==> config.mk <==
export PLATFORM = sky130hd
export DESIGN_NAME = load_store_unit
export DESIGN_NICKNAME = d
export VERILOG_FILES = /design/src/rtl/load_store_unit_pkg.sv /design/src/rtl/load_store_unit_load_extend.sv /design/src/rtl/load_store_unit.sv
export SDC_FILE = /design/constraint.sdc
export NUM_CORES = 1
export LEC_CHECK = 0
export CORE_MARGIN = 2
export CORE_UTILIZATION = 35
export CTS_BUF_LIST = sky130_fd_sc_hd__clkbuf_8
export DETAILED_ROUTE_END_ITERATION = 7
export PLACE_DENSITY = 0.66
export SYNTH_ARGS = -nofsm -noshare
export SYNTH_HDL_FRONTEND = slang
export SYNTH_HIERARCHICAL = 1
export SYNTH_SLANG_ARGS = --single-unit
==> constraint.sdc <==
create_clock -name i_Clk -period 5.3 [get_ports i_Clk]
set_input_delay 0.53 -clock i_Clk [delete_from_list [all_inputs] [get_ports i_Clk]]
set_output_delay 0.53 -clock i_Clk [all_outputs]
set_load 0.005 [all_outputs]
==> src/rtl/load_store_unit_pkg.sv <==
// ============================================================================
// Module  : load_store_unit_pkg
// Brief   : Load/store type codes, LSU state encoding and lane helpers.
// Revision: 1.0 - initial release
// ============================================================================
`default_nettype none

package load_store_unit_pkg;

  localparam int LS_SEL_WIDTH = 3;

  localparam logic [LS_SEL_WIDTH:0] LS_TYPE_NONE = 4'd0;
  localparam logic [LS_SEL_WIDTH:0] LS_TYPE_LB   = 4'd1;
  localparam logic [LS_SEL_WIDTH:0] LS_TYPE_LH   = 4'd2;
  localparam logic [LS_SEL_WIDTH:0] LS_TYPE_LW   = 4'd3;
  localparam logic [LS_SEL_WIDTH:0] LS_TYPE_LBU  = 4'd4;
  localparam logic [LS_SEL_WIDTH:0] LS_TYPE_LHU  = 4'd5;
  localparam logic [LS_SEL_WIDTH:0] LS_TYPE_SB   = 4'd6;
  localparam logic [LS_SEL_WIDTH:0] LS_TYPE_SH   = 4'd7;
  localparam logic [LS_SEL_WIDTH:0] LS_TYPE_SW   = 4'd8;

  typedef enum logic [1:0] {
    LSU_IDLE   = 2'd0,
    LSU_ACCESS = 2'd1,
    LSU_RESP   = 2'd2
  } lsu_state_t;

  function automatic logic ls_is_store(input logic [LS_SEL_WIDTH:0] t);
    return (t == LS_TYPE_SB) || (t == LS_TYPE_SH) || (t == LS_TYPE_SW);
  endfunction

  function automatic logic ls_misaligned(input logic [LS_SEL_WIDTH:0] t,
                                         input logic [1:0] off);
    logic w_half;
    logic w_word;
    w_half = (t == LS_TYPE_LH) || (t == LS_TYPE_LHU) || (t == LS_TYPE_SH);
    w_word = (t == LS_TYPE_LW) || (t == LS_TYPE_SW);
    return (w_half && off[0]) || (w_word && (off != 2'b00));
  endfunction

endpackage

`default_nettype wire

==> src/rtl/load_store_unit_load_extend.sv <==
// ============================================================================
// Module  : load_extend
// Brief   : Selects the addressed byte/half lane of a read word and extends it.
// Revision: 1.0 - initial release
// ============================================================================
`default_nettype none

module load_extend
  import load_store_unit_pkg::*;
#(
  parameter int XLEN = 32
) (
  input  logic [LS_SEL_WIDTH:0] i_ls_type,
  input  logic [1:0]            i_offset,
  input  logic [XLEN-1:0]       i_rdata,
  output logic [XLEN-1:0]       o_data
);

  logic [7:0]  w_byte;
  logic [15:0] w_half;

  always_comb begin
    w_byte = i_rdata[{i_offset, 3'b000} +: 8];
    w_half = i_rdata[{i_offset[1], 4'b0000} +: 16];
    o_data = '0;
    case (i_ls_type)
      LS_TYPE_LB:  o_data = {{(XLEN-8){w_byte[7]}}, w_byte};
      LS_TYPE_LBU: o_data = {{(XLEN-8){1'b0}}, w_byte};
      LS_TYPE_LH:  o_data = {{(XLEN-16){w_half[15]}}, w_half};
      LS_TYPE_LHU: o_data = {{(XLEN-16){1'b0}}, w_half};
      LS_TYPE_LW:  o_data = i_rdata;
      default:     o_data = '0;
    endcase
  end

endmodule

`default_nettype wire

==> src/rtl/load_store_unit.sv <==
// ============================================================================
// Module  : load_store_unit
// Brief   : Word-bus load/store unit with lane steering and ack timeout.
// Revision: 1.0 - initial release
// ============================================================================
`default_nettype none

module load_store_unit
  import load_store_unit_pkg::*;
#(
  parameter int XLEN        = 32,
  parameter int TIMEOUT_CYC = 255,
  parameter int TIMEOUT_W   = 8
) (
  input  logic                  i_Clk,
  input  logic                  i_Reset,
  input  logic                  i_Valid,
  input  logic [LS_SEL_WIDTH:0] i_Load_Store_Type,
  input  logic [XLEN-1:0]       i_Addr,
  input  logic [XLEN-1:0]       i_Write_Data,
  output logic                  o_Ready,
  output logic                  o_Done,
  output logic [XLEN-1:0]       o_Read_Data,
  output logic                  o_Misaligned,
  output logic                  o_Bus_Error,
  output logic                  o_Mem_Req,
  output logic                  o_Mem_We,
  output logic [XLEN-1:0]       o_Mem_Addr,
  output logic [3:0]            o_Mem_Wstrb,
  output logic [XLEN-1:0]       o_Mem_Wdata,
  input  logic                  i_Mem_Ack,
  input  logic [XLEN-1:0]       i_Mem_Rdata
);

  localparam logic [TIMEOUT_W-1:0] c_last_count = TIMEOUT_W'(TIMEOUT_CYC - 1);

  lsu_state_t              r_state;
  logic [LS_SEL_WIDTH:0]   r_type;
  logic [1:0]              r_offset;
  logic [TIMEOUT_W-1:0]    r_count;
  logic                    r_ready;
  logic                    r_done;
  logic                    r_misaligned;
  logic                    r_bus_error;
  logic                    r_req;
  logic                    r_we;
  logic [XLEN-1:0]         r_addr;
  logic [3:0]              r_wstrb;
  logic [XLEN-1:0]         r_wdata;
  logic [XLEN-1:0]         r_rdata;

  logic                    w_accept;
  logic [3:0]              w_wstrb;
  logic [XLEN-1:0]         w_wdata;
  logic [XLEN-1:0]         w_load_data;

  assign w_accept = i_Valid && (i_Load_Store_Type != LS_TYPE_NONE);

  // Store lane steering; loads leave strobes and data at zero.
  always_comb begin
    w_wstrb = 4'b0000;
    w_wdata = '0;
    case (i_Load_Store_Type)
      LS_TYPE_SB: begin
        w_wstrb = 4'b0001 << i_Addr[1:0];
        w_wdata = {(XLEN/8){i_Write_Data[7:0]}};
      end
      LS_TYPE_SH: begin
        w_wstrb = i_Addr[1] ? 4'b1100 : 4'b0011;
        w_wdata = {(XLEN/16){i_Write_Data[15:0]}};
      end
      LS_TYPE_SW: begin
        w_wstrb = 4'b1111;
        w_wdata = i_Write_Data;
      end
      default: ;
    endcase
  end

  load_extend #(.XLEN(XLEN)) u_load_extend (
    .i_ls_type (r_type),
    .i_offset  (r_offset),
    .i_rdata   (i_Mem_Rdata),
    .o_data    (w_load_data)
  );

  always_ff @(posedge i_Clk) begin
    if (i_Reset) begin
      r_state      <= LSU_IDLE;
      r_type       <= LS_TYPE_NONE;
      r_offset     <= 2'b00;
      r_count      <= '0;
      r_ready      <= 1'b1;
      r_done       <= 1'b0;
      r_misaligned <= 1'b0;
      r_bus_error  <= 1'b0;
      r_req        <= 1'b0;
      r_we         <= 1'b0;
      r_addr       <= '0;
      r_wstrb      <= 4'b0000;
      r_wdata      <= '0;
      r_rdata      <= '0;
    end else begin
      case (r_state)
        LSU_IDLE: begin
          if (w_accept) begin
            r_type   <= i_Load_Store_Type;
            r_offset <= i_Addr[1:0];
            r_ready  <= 1'b0;
            r_count  <= '0;
            if (ls_misaligned(i_Load_Store_Type, i_Addr[1:0])) begin
              r_state      <= LSU_RESP;
              r_done       <= 1'b1;
              r_misaligned <= 1'b1;
              r_rdata      <= '0;
            end else begin
              r_state <= LSU_ACCESS;
              r_req   <= 1'b1;
              r_we    <= ls_is_store(i_Load_Store_Type);
              r_addr  <= {i_Addr[XLEN-1:2], 2'b00};
              r_wstrb <= w_wstrb;
              r_wdata <= w_wdata;
            end
          end
        end
        LSU_ACCESS: begin
          // An ack in the final counted cycle still completes normally.
          if (i_Mem_Ack) begin
            r_state <= LSU_RESP;
            r_req   <= 1'b0;
            r_we    <= 1'b0;
            r_done  <= 1'b1;
            r_rdata <= w_load_data;
          end else if (r_count == c_last_count) begin
            r_state     <= LSU_RESP;
            r_req       <= 1'b0;
            r_we        <= 1'b0;
            r_done      <= 1'b1;
            r_bus_error <= 1'b1;
            r_rdata     <= '0;
            r_count     <= r_count + 1'b1;
          end else begin
            r_count <= r_count + 1'b1;
          end
        end
        LSU_RESP: begin
          r_state      <= LSU_IDLE;
          r_done       <= 1'b0;
          r_misaligned <= 1'b0;
          r_bus_error  <= 1'b0;
          r_ready      <= 1'b1;
        end
        default: begin
          r_state <= LSU_IDLE;
          r_ready <= 1'b1;
          r_req   <= 1'b0;
          r_done  <= 1'b0;
        end
      endcase
    end
  end

  assign o_Ready      = r_ready;
  assign o_Done       = r_done;
  assign o_Read_Data  = r_rdata;
  assign o_Misaligned = r_misaligned;
  assign o_Bus_Error  = r_bus_error;
  assign o_Mem_Req    = r_req;
  assign o_Mem_We     = r_we;
  assign o_Mem_Addr   = r_addr;
  assign o_Mem_Wstrb  = r_wstrb;
  assign o_Mem_Wdata  = r_wdata;

endmodule

`default_nettype wire
==> flow_metrics.py, run 1 <==
metrics = {
    "worst_setup_path": {
        "worstPathArrival_ns": 3.72,
        "rr_endpoint": "o_Read_Data[24]$_SDFFE_PP0P_",
        "worstSetupPathType": "in2reg",
        "reg2reg_depth": 4,
        "cp_max_fo": 42,
        "cp-end-kind": "flip-flop",
        "critPathLaunchType": "input pin",
        "crit_required_ns": 5.58,
        "r2r-start": "r_offset[1]$_SDFFE_PP0P_",
        "regToRegSetupSlack_ns": 2.79,
    },
    "place": {
        "routabilityCongestion": 0.875,
        "portBuffers": 207,
        "dpl.hpwl_mm": 12.8,
        "dp.cells": 981,
        "preCtsSetupSlack_ns": 1.46,
    },
    "yosys": {
        "ys_types": 62,
        "synth_flop_cell": "dfxtp_1",
        "netlist_area_mm2": 0.00553,
        "ys_seq_area_share_pct": 43.4,
        "synth_common_cells": "dfxtp_1 (120), nand2_1 (82), nor2_1 (46)",
        "synth_area_leader_cell": "dfxtp_1",
        "synth_edf_count": 0,
        "synth_seq_cells": 120,
        "yosysWarnings": 6,
        "syn_avg_cell_area_um2": 9.04,
        "synth_most_common_cell": "dfxtp_1",
        "syn-instance-count": 612,
        "async_flop_share_pct": 0,
        "yosysTopAreaCellShare_pct": 43.4,
        "yosys-top-cells-area": "dfxtp_1 (43%), nand2_1 (5.6%), a22o_1 (5.1%), a21oi_1 (4.0%), a221oi_1 (3.8%)",
    },
    "detailed_routing": {
        "ant_nets": 0,
        "drtPass1Iterations": 5,
        "remaining_drc_errors": 0,
        "routed_via_density": 5.23,
        "drt_iter0_markers": 353,
        "wl_mm": 17.6,
        "num_vias": 5303,
        "routedWlPerCell_um": 17.4,
    },
    "timing": {
        "max_freq_mhz": 291,
        "drv_slew": 0,
        "setup_tns_ns": 0,
        "hold_viol_final": 0,
        "setup_slack_ns": 1.87,
        "period_share_pct": 64.8,
        "period_needed_ns": 3.43,
        "finalSetupViolations": 0,
        "tightest_slew_ns": 0.978,
        "skew_ns": 0.00979,
        "max_slew_margin_pct": 34.7,
        "rsz0062_at_grt": "false",
    },
    "global_route": {
        "track_usage_pct": 20.3,
        "grt_pass1_wl_mm": 26.6,
        "grt_max_degree": 90,
        "globalRouteOverflowTotal": 0,
        "antenna_found_initial": 0,
        "grt_pass1_vias": 5029,
    },
    "finish": {
        "fin_util_pct": 52.3,
        "antenna_cells": 0,
        "area_delta_synth_final_pct": 44.8,
        "fin_nets": 895,
        "instances_no_fill": 1013,
        "drive_gt1_share_pct": 10.2,
        "n_fill_cell": 1442,
    },
    "clocking": {
        "cts_resized": 0,
        "post_cts_buffers": 0,
        "root_buffer": "clkbuf_8",
        "cts_hold_buf": 0,
        "cts_buffer_depth": 2,
        "cts_tree": "done",
        "cts.sinks": 120,
        "htreeDepth": 4,
        "clk_latency_ns": 0.44,
        "cts.clk_slew.worst_paths_ns": 0.08,
        "cts_made_buffers": 17,
    },
    "worst_hold_path": {
        "hold_end": "o_Mem_Wdata[3]$_SDFFE_PP0P_",
        "whs_path_depth": 2,
        "hold_start": "o_Mem_Wdata[3]$_SDFFE_PP0P_",
        "hp-class": "reg2reg",
    },
    "die": {
        "row_count": 45,
        "ios": 210,
        "die_w_um": 130,
        "core_area_mm2": 0.0153,
        "die_area_mm2": 0.0168,
        "die_y_um": 130,
        "initial_core_util_pct": 36.1,
    },
    "power_and_ir_drop": {
        "max-vdd-ir-drop_uv": 160,
        "power_density_mw_per_mm2": 286,
        "power.total_mw": 2.29,
        "p_leak_nw": 2.89,
    },
    "run": {
        "cap_viol_max_count": 0,
    },
    "status": {
        "status": "completed",
    },
}
-- state kept, by name, indices dropped and copies added (netlist names) --
| name | count |
|---|---|
| r_type | 4 |
| r_offset | 2 |
| o_Mem_Wstrb | 4 |
| o_Misaligned | 1 |
| o_Mem_We | 1 |
| r_count | 8 |
| o_Mem_Wdata | 32 |
| o_Mem_Addr | 30 |
| o_Done | 1 |
| o_Bus_Error | 1 |
| o_Read_Data | 32 |
| o_Mem_Req | 1 |
| r_state | 2 |
| o_Ready | 1 |
-- placed cells by master, fill, tap and decap left out, drive strengths merged, types with 4 or more instances in the layout --
master / netlist / final
o21ai: 25 / 25
inv: 7 / 8
a221o: 9 / 9
nor2: 46 / 46
buf: 35 / 8
a22o: 32 / 32
a21oi: 47 / 47
xor2: 7 / 7
nand3: 11 / 11
nor3: 38 / 38
mux2i: 18 / 18
nor2b: 18 / 18
a311oi: 4 / 4
clkinvlp: 0 / 4
nor3b: 4 / 4
a221oi: 24 / 24
and3: 6 / 6
clkbuf: 22 / 18
clkdlybuf4s50: 0 / 206
clkinv: 0 / 7
nand2: 82 / 82
o221ai: 5 / 5
dfxtp: 120 / 120
mux2: 12 / 12
-- critical path: stages --
cell	delay, ns
clkdlybuf4s50_1	1.05
o41ai_2	0.29
nor3_2	0.16
buf_4	0.28
nand3_2	0.70
buf_4	0.50
nand2_1	0.10
a21oi_1	0.07
-- power breakdown --
| part | switching [mW] | internal (mW) |
|---|---|---|
| sequential | 0.0443 | 0.955 |
| combinational | 0.221 | 0.246 |
| clock | 0.390 | 0.432 |
| total | 0.655 | 1.63 |
-- final cells by class --
| class | count | area [µm²] | share of cell area (%) |
|---|---|---|---|
| Tap cell | 211 | 264 | 3.30 |
| Multi-Input combinational cell | 429 | 2800 | 34.9 |
| Inverter | 7 | 26.3 | 0.328 |
| Timing Repair Buffer | 214 | 2120 | 26.5 |
| Sequential cell | 120 | 2400 | 30.0 |
| Clock inverter | 14 | 151 | 1.89 |
| Clock buffer | 18 | 248 | 3.09 |
-- cell families after synthesis --
group                      Yosys count  share of synthesized area, %
buffers and inverters               64                          6.56
muxes                               31                          6.11
xor gates and xnor gates             8                          1.27
and+or+nand+nor                    225                          20.4
other                                1                        0.0678
adders and majority gates            2                         0.452
AOI/OAI and AO/OA                  161                          21.8
DFF                                120                          43.4
-- metal layers --
layer	GRT usage [%]	vias up	part of all wire, %
met1	26.3	2543	44
met2	33.2	167	49
met4	8.48	0	2.3
li1	-	2565	-
met3	3.90	28	4.9
met5	0	-	0
-- metrics by stage --
stage / hold WS [ns] / cell area [µm²]
2_1_floorplan: 0.448 / 5540
3_3_place_gp: 0.441 / 7610
3_5_place_dp: 0.447 / 7610
4_1_cts: 0.460 / 8010
5_1_grt: 0.480 / 8010
6_report: 0.455 / 8010
-- how the worst max path moves through the flow --
stage,startpoint,to,slack (ns),depth (start not counted)
after floorplan,i_Load_Store_Type[0],o_Mem_Req$_SDFFE_PP0P_,3.28,9
after CTS,i_Load_Store_Type[0],o_Mem_Addr[19]$_SDFFE_PP0P_,1.94,8
after global routing,i_Load_Store_Type[0],o_Mem_Addr[7]$_SDFFE_PP0P_,1.66,8
final,i_Load_Store_Type[0],o_Mem_Addr[19]$_SDFFE_PP0P_,1.87,8
after global placement,i_Load_Store_Type[0],o_Mem_Addr[11]$_SDFFE_PP0P_,1.61,8
after detailed placement,i_Load_Store_Type[0],o_Mem_Addr[19]$_SDFFE_PP0P_,1.46,8
No activity file was read; power rests on OpenSTA's default activity.
==> run 2, diff against run 1 <==
clock period = 3.5 ns   (was 5.3 ns; I/O delays follow)
==> flow_metrics.py, run 2 (synthesized netlist as in run 1, its figures left out) <==
metrics = {
    "die": {
        "die_area_mm2": 0.0168,
        "core_area_mm2": 0.0153,
        "die_w_um": 130,
        "initial_core_util_pct": 36.1,
        "row_count": 45,
        "ios": 210,
        "die_y_um": 130,
    },
    "clocking": {
        "cts_hold_buf": 0,
        "cts.sinks": 120,
        "clk_latency_ns": 0.43,
        "cts_buffer_depth": 2,
        "htreeDepth": 4,
        "cts_made_buffers": 17,
        "cts.clk_slew.worst_paths_ns": 0.07,
        "root_buffer": "clkbuf_8",
        "post_cts_buffers": 0,
        "cts_resized": 0,
        "cts_tree": "done",
    },
    "status": {
        "status": "completed",
    },
    "timing": {
        "hold_slack_ns": 0.329,
        "max_slew_margin_pct": 16.5,
        "setup_slack_ns": 0.741,
        "hold_viol_final": 0,
        "tightest_slew_ns": 1.25,
        "drv_slew": 0,
        "max_freq_mhz": 362,
        "finalSetupViolations": 0,
        "period_share_pct": 78.8,
        "setup_tns_ns": 0,
        "rsz0062_at_grt": "false",
        "period_needed_ns": 2.76,
        "skew_ns": 0.00742,
    },
    "detailed_routing": {
        "num_vias": 5245,
        "routed_via_density": 5.16,
        "drt_iter0_markers": 253,
        "ant_nets": 0,
        "remaining_drc_errors": 0,
        "routedWlPerCell_um": 17.2,
        "drtPass1Iterations": 4,
        "wl_mm": 17.5,
    },
    "place": {
        "preCtsSetupSlack_ns": 0.299,
        "portBuffers": 207,
        "dpl.hpwl_mm": 12.8,
        "postPlaceCellArea_mm2": 0.00765,
        "routabilityCongestion": 0.869,
        "dp.cells": 985,
    },
    "finish": {
        "area_delta_synth_final_pct": 46.1,
        "final_cell_mix": "clkdlybuf4s50_1 (206), dfxtp_1 (120), nand2_1 (82), nor2_1 (46), a21oi_1 (44)",
        "mostFrequentLayoutCell": "clkdlybuf4s50_1",
        "antenna_cells": 0,
        "drive_gt1_share_pct": 10.4,
        "stdcell_area_mm2": 0.00808,
        "fin_util_pct": 52.8,
        "fin_nets": 899,
        "instances_no_fill": 1016,
    },
    "worst_setup_path": {
        "worstPathArrival_ns": 3.12,
        "cp_max_fo": 69,
        "critPathSlowestCell": "and3_2",
        "critPathLaunchType": "input pin",
        "path_cells": "clkdlybuf4s50_1, o41ai_2, nor3_2, and3_2, nand3_1, a21oi_1",
        "cpPeakStageDelay_ns": 1.10,
        "reg2reg_depth": 4,
        "crit_required_ns": 3.86,
        "worstSetupPathType": "in2reg",
        "cp-end-kind": "flip-flop",
    },
    "global_route": {
        "grt_pass1_wl_mm": 26.8,
        "grt_pass1_vias": 5075,
        "antenna_found_initial": 0,
        "track_usage_pct": 20.4,
        "globalRouteOverflowTotal": 0,
        "grt_max_degree": 71,
    },
    "power_and_ir_drop": {
        "power_density_mw_per_mm2": 442,
        "max-vdd-ir-drop_uv": 275,
        "power.total_mw": 3.57,
        "p_leak_nw": 2.93,
    },
    "worst_hold_path": {
        "whs_path_depth": 2,
        "hp-class": "in2reg",
    },
    "run": {
        "cap_viol_max_count": 0,
    },
}
run 2: worst paths after layout:
kind / startpoint / endpoint / slack (ns)
hold / removal: i_Reset / r_count[1]$_SDFFE_PP0P_ / 0.33
hold reg to reg: o_Mem_Addr[28]$_SDFFE_PP0P_ / o_Mem_Addr[28]$_SDFFE_PP0P_ / 0.46
setup / recovery: i_Load_Store_Type[2] / o_Mem_Wdata[5]$_SDFFE_PP0P_ / 0.74
setup reg to reg: r_state[0]$_SDFFE_PP0P_ / o_Mem_Wdata[5]$_SDFFE_PP0P_ / 1.04
run 2: cell type report:
type                       count  area (µm²)
fill                        1417        7240
multi-input combinational    429        2800
sequential                   120        2400
timing repair buffer         218        2160
tap                          211         264
clock buffer                  18         248
clock inverter                13         179
inverter                       7        26.3
run 2: routing by layer:
| metal | global-route usage [%] | wire, µm | up-vias | part of all wire, % |
|---|---|---|---|---|
| met4 | 9.80 | 596 | 0 | 3.4 |
| met5 | 0 | 0 | - | 0 |
| met1 | 26.5 | 7660 | 2459 | 44 |
| met3 | 5.25 | 986 | 36 | 5.6 |
| met2 | 31.8 | 8260 | 178 | 47 |
| li1 | - | - | 2572 | - |
run 2: critical path: cells and delay by family:
kind                   cells  cell delay (ns)
AOI/OAI and AO/OA          2             0.40
buffers and inverters      1             0.69
and+or+nand+nor            3             1.65
run 2: where the power goes:
| group | switching [mW] | total, mW | internal (mW) | leakage, nW |
|---|---|---|---|---|
| Combinational | 0.337 | 0.717 | 0.381 | 1.74 |
| Sequential | 0.0632 | 1.51 | 1.45 | 0.978 |
| Clock | 0.559 | 1.35 | 0.786 | 0.212 |
| Total | 0.959 | 3.57 | 2.61 | 2.93 |
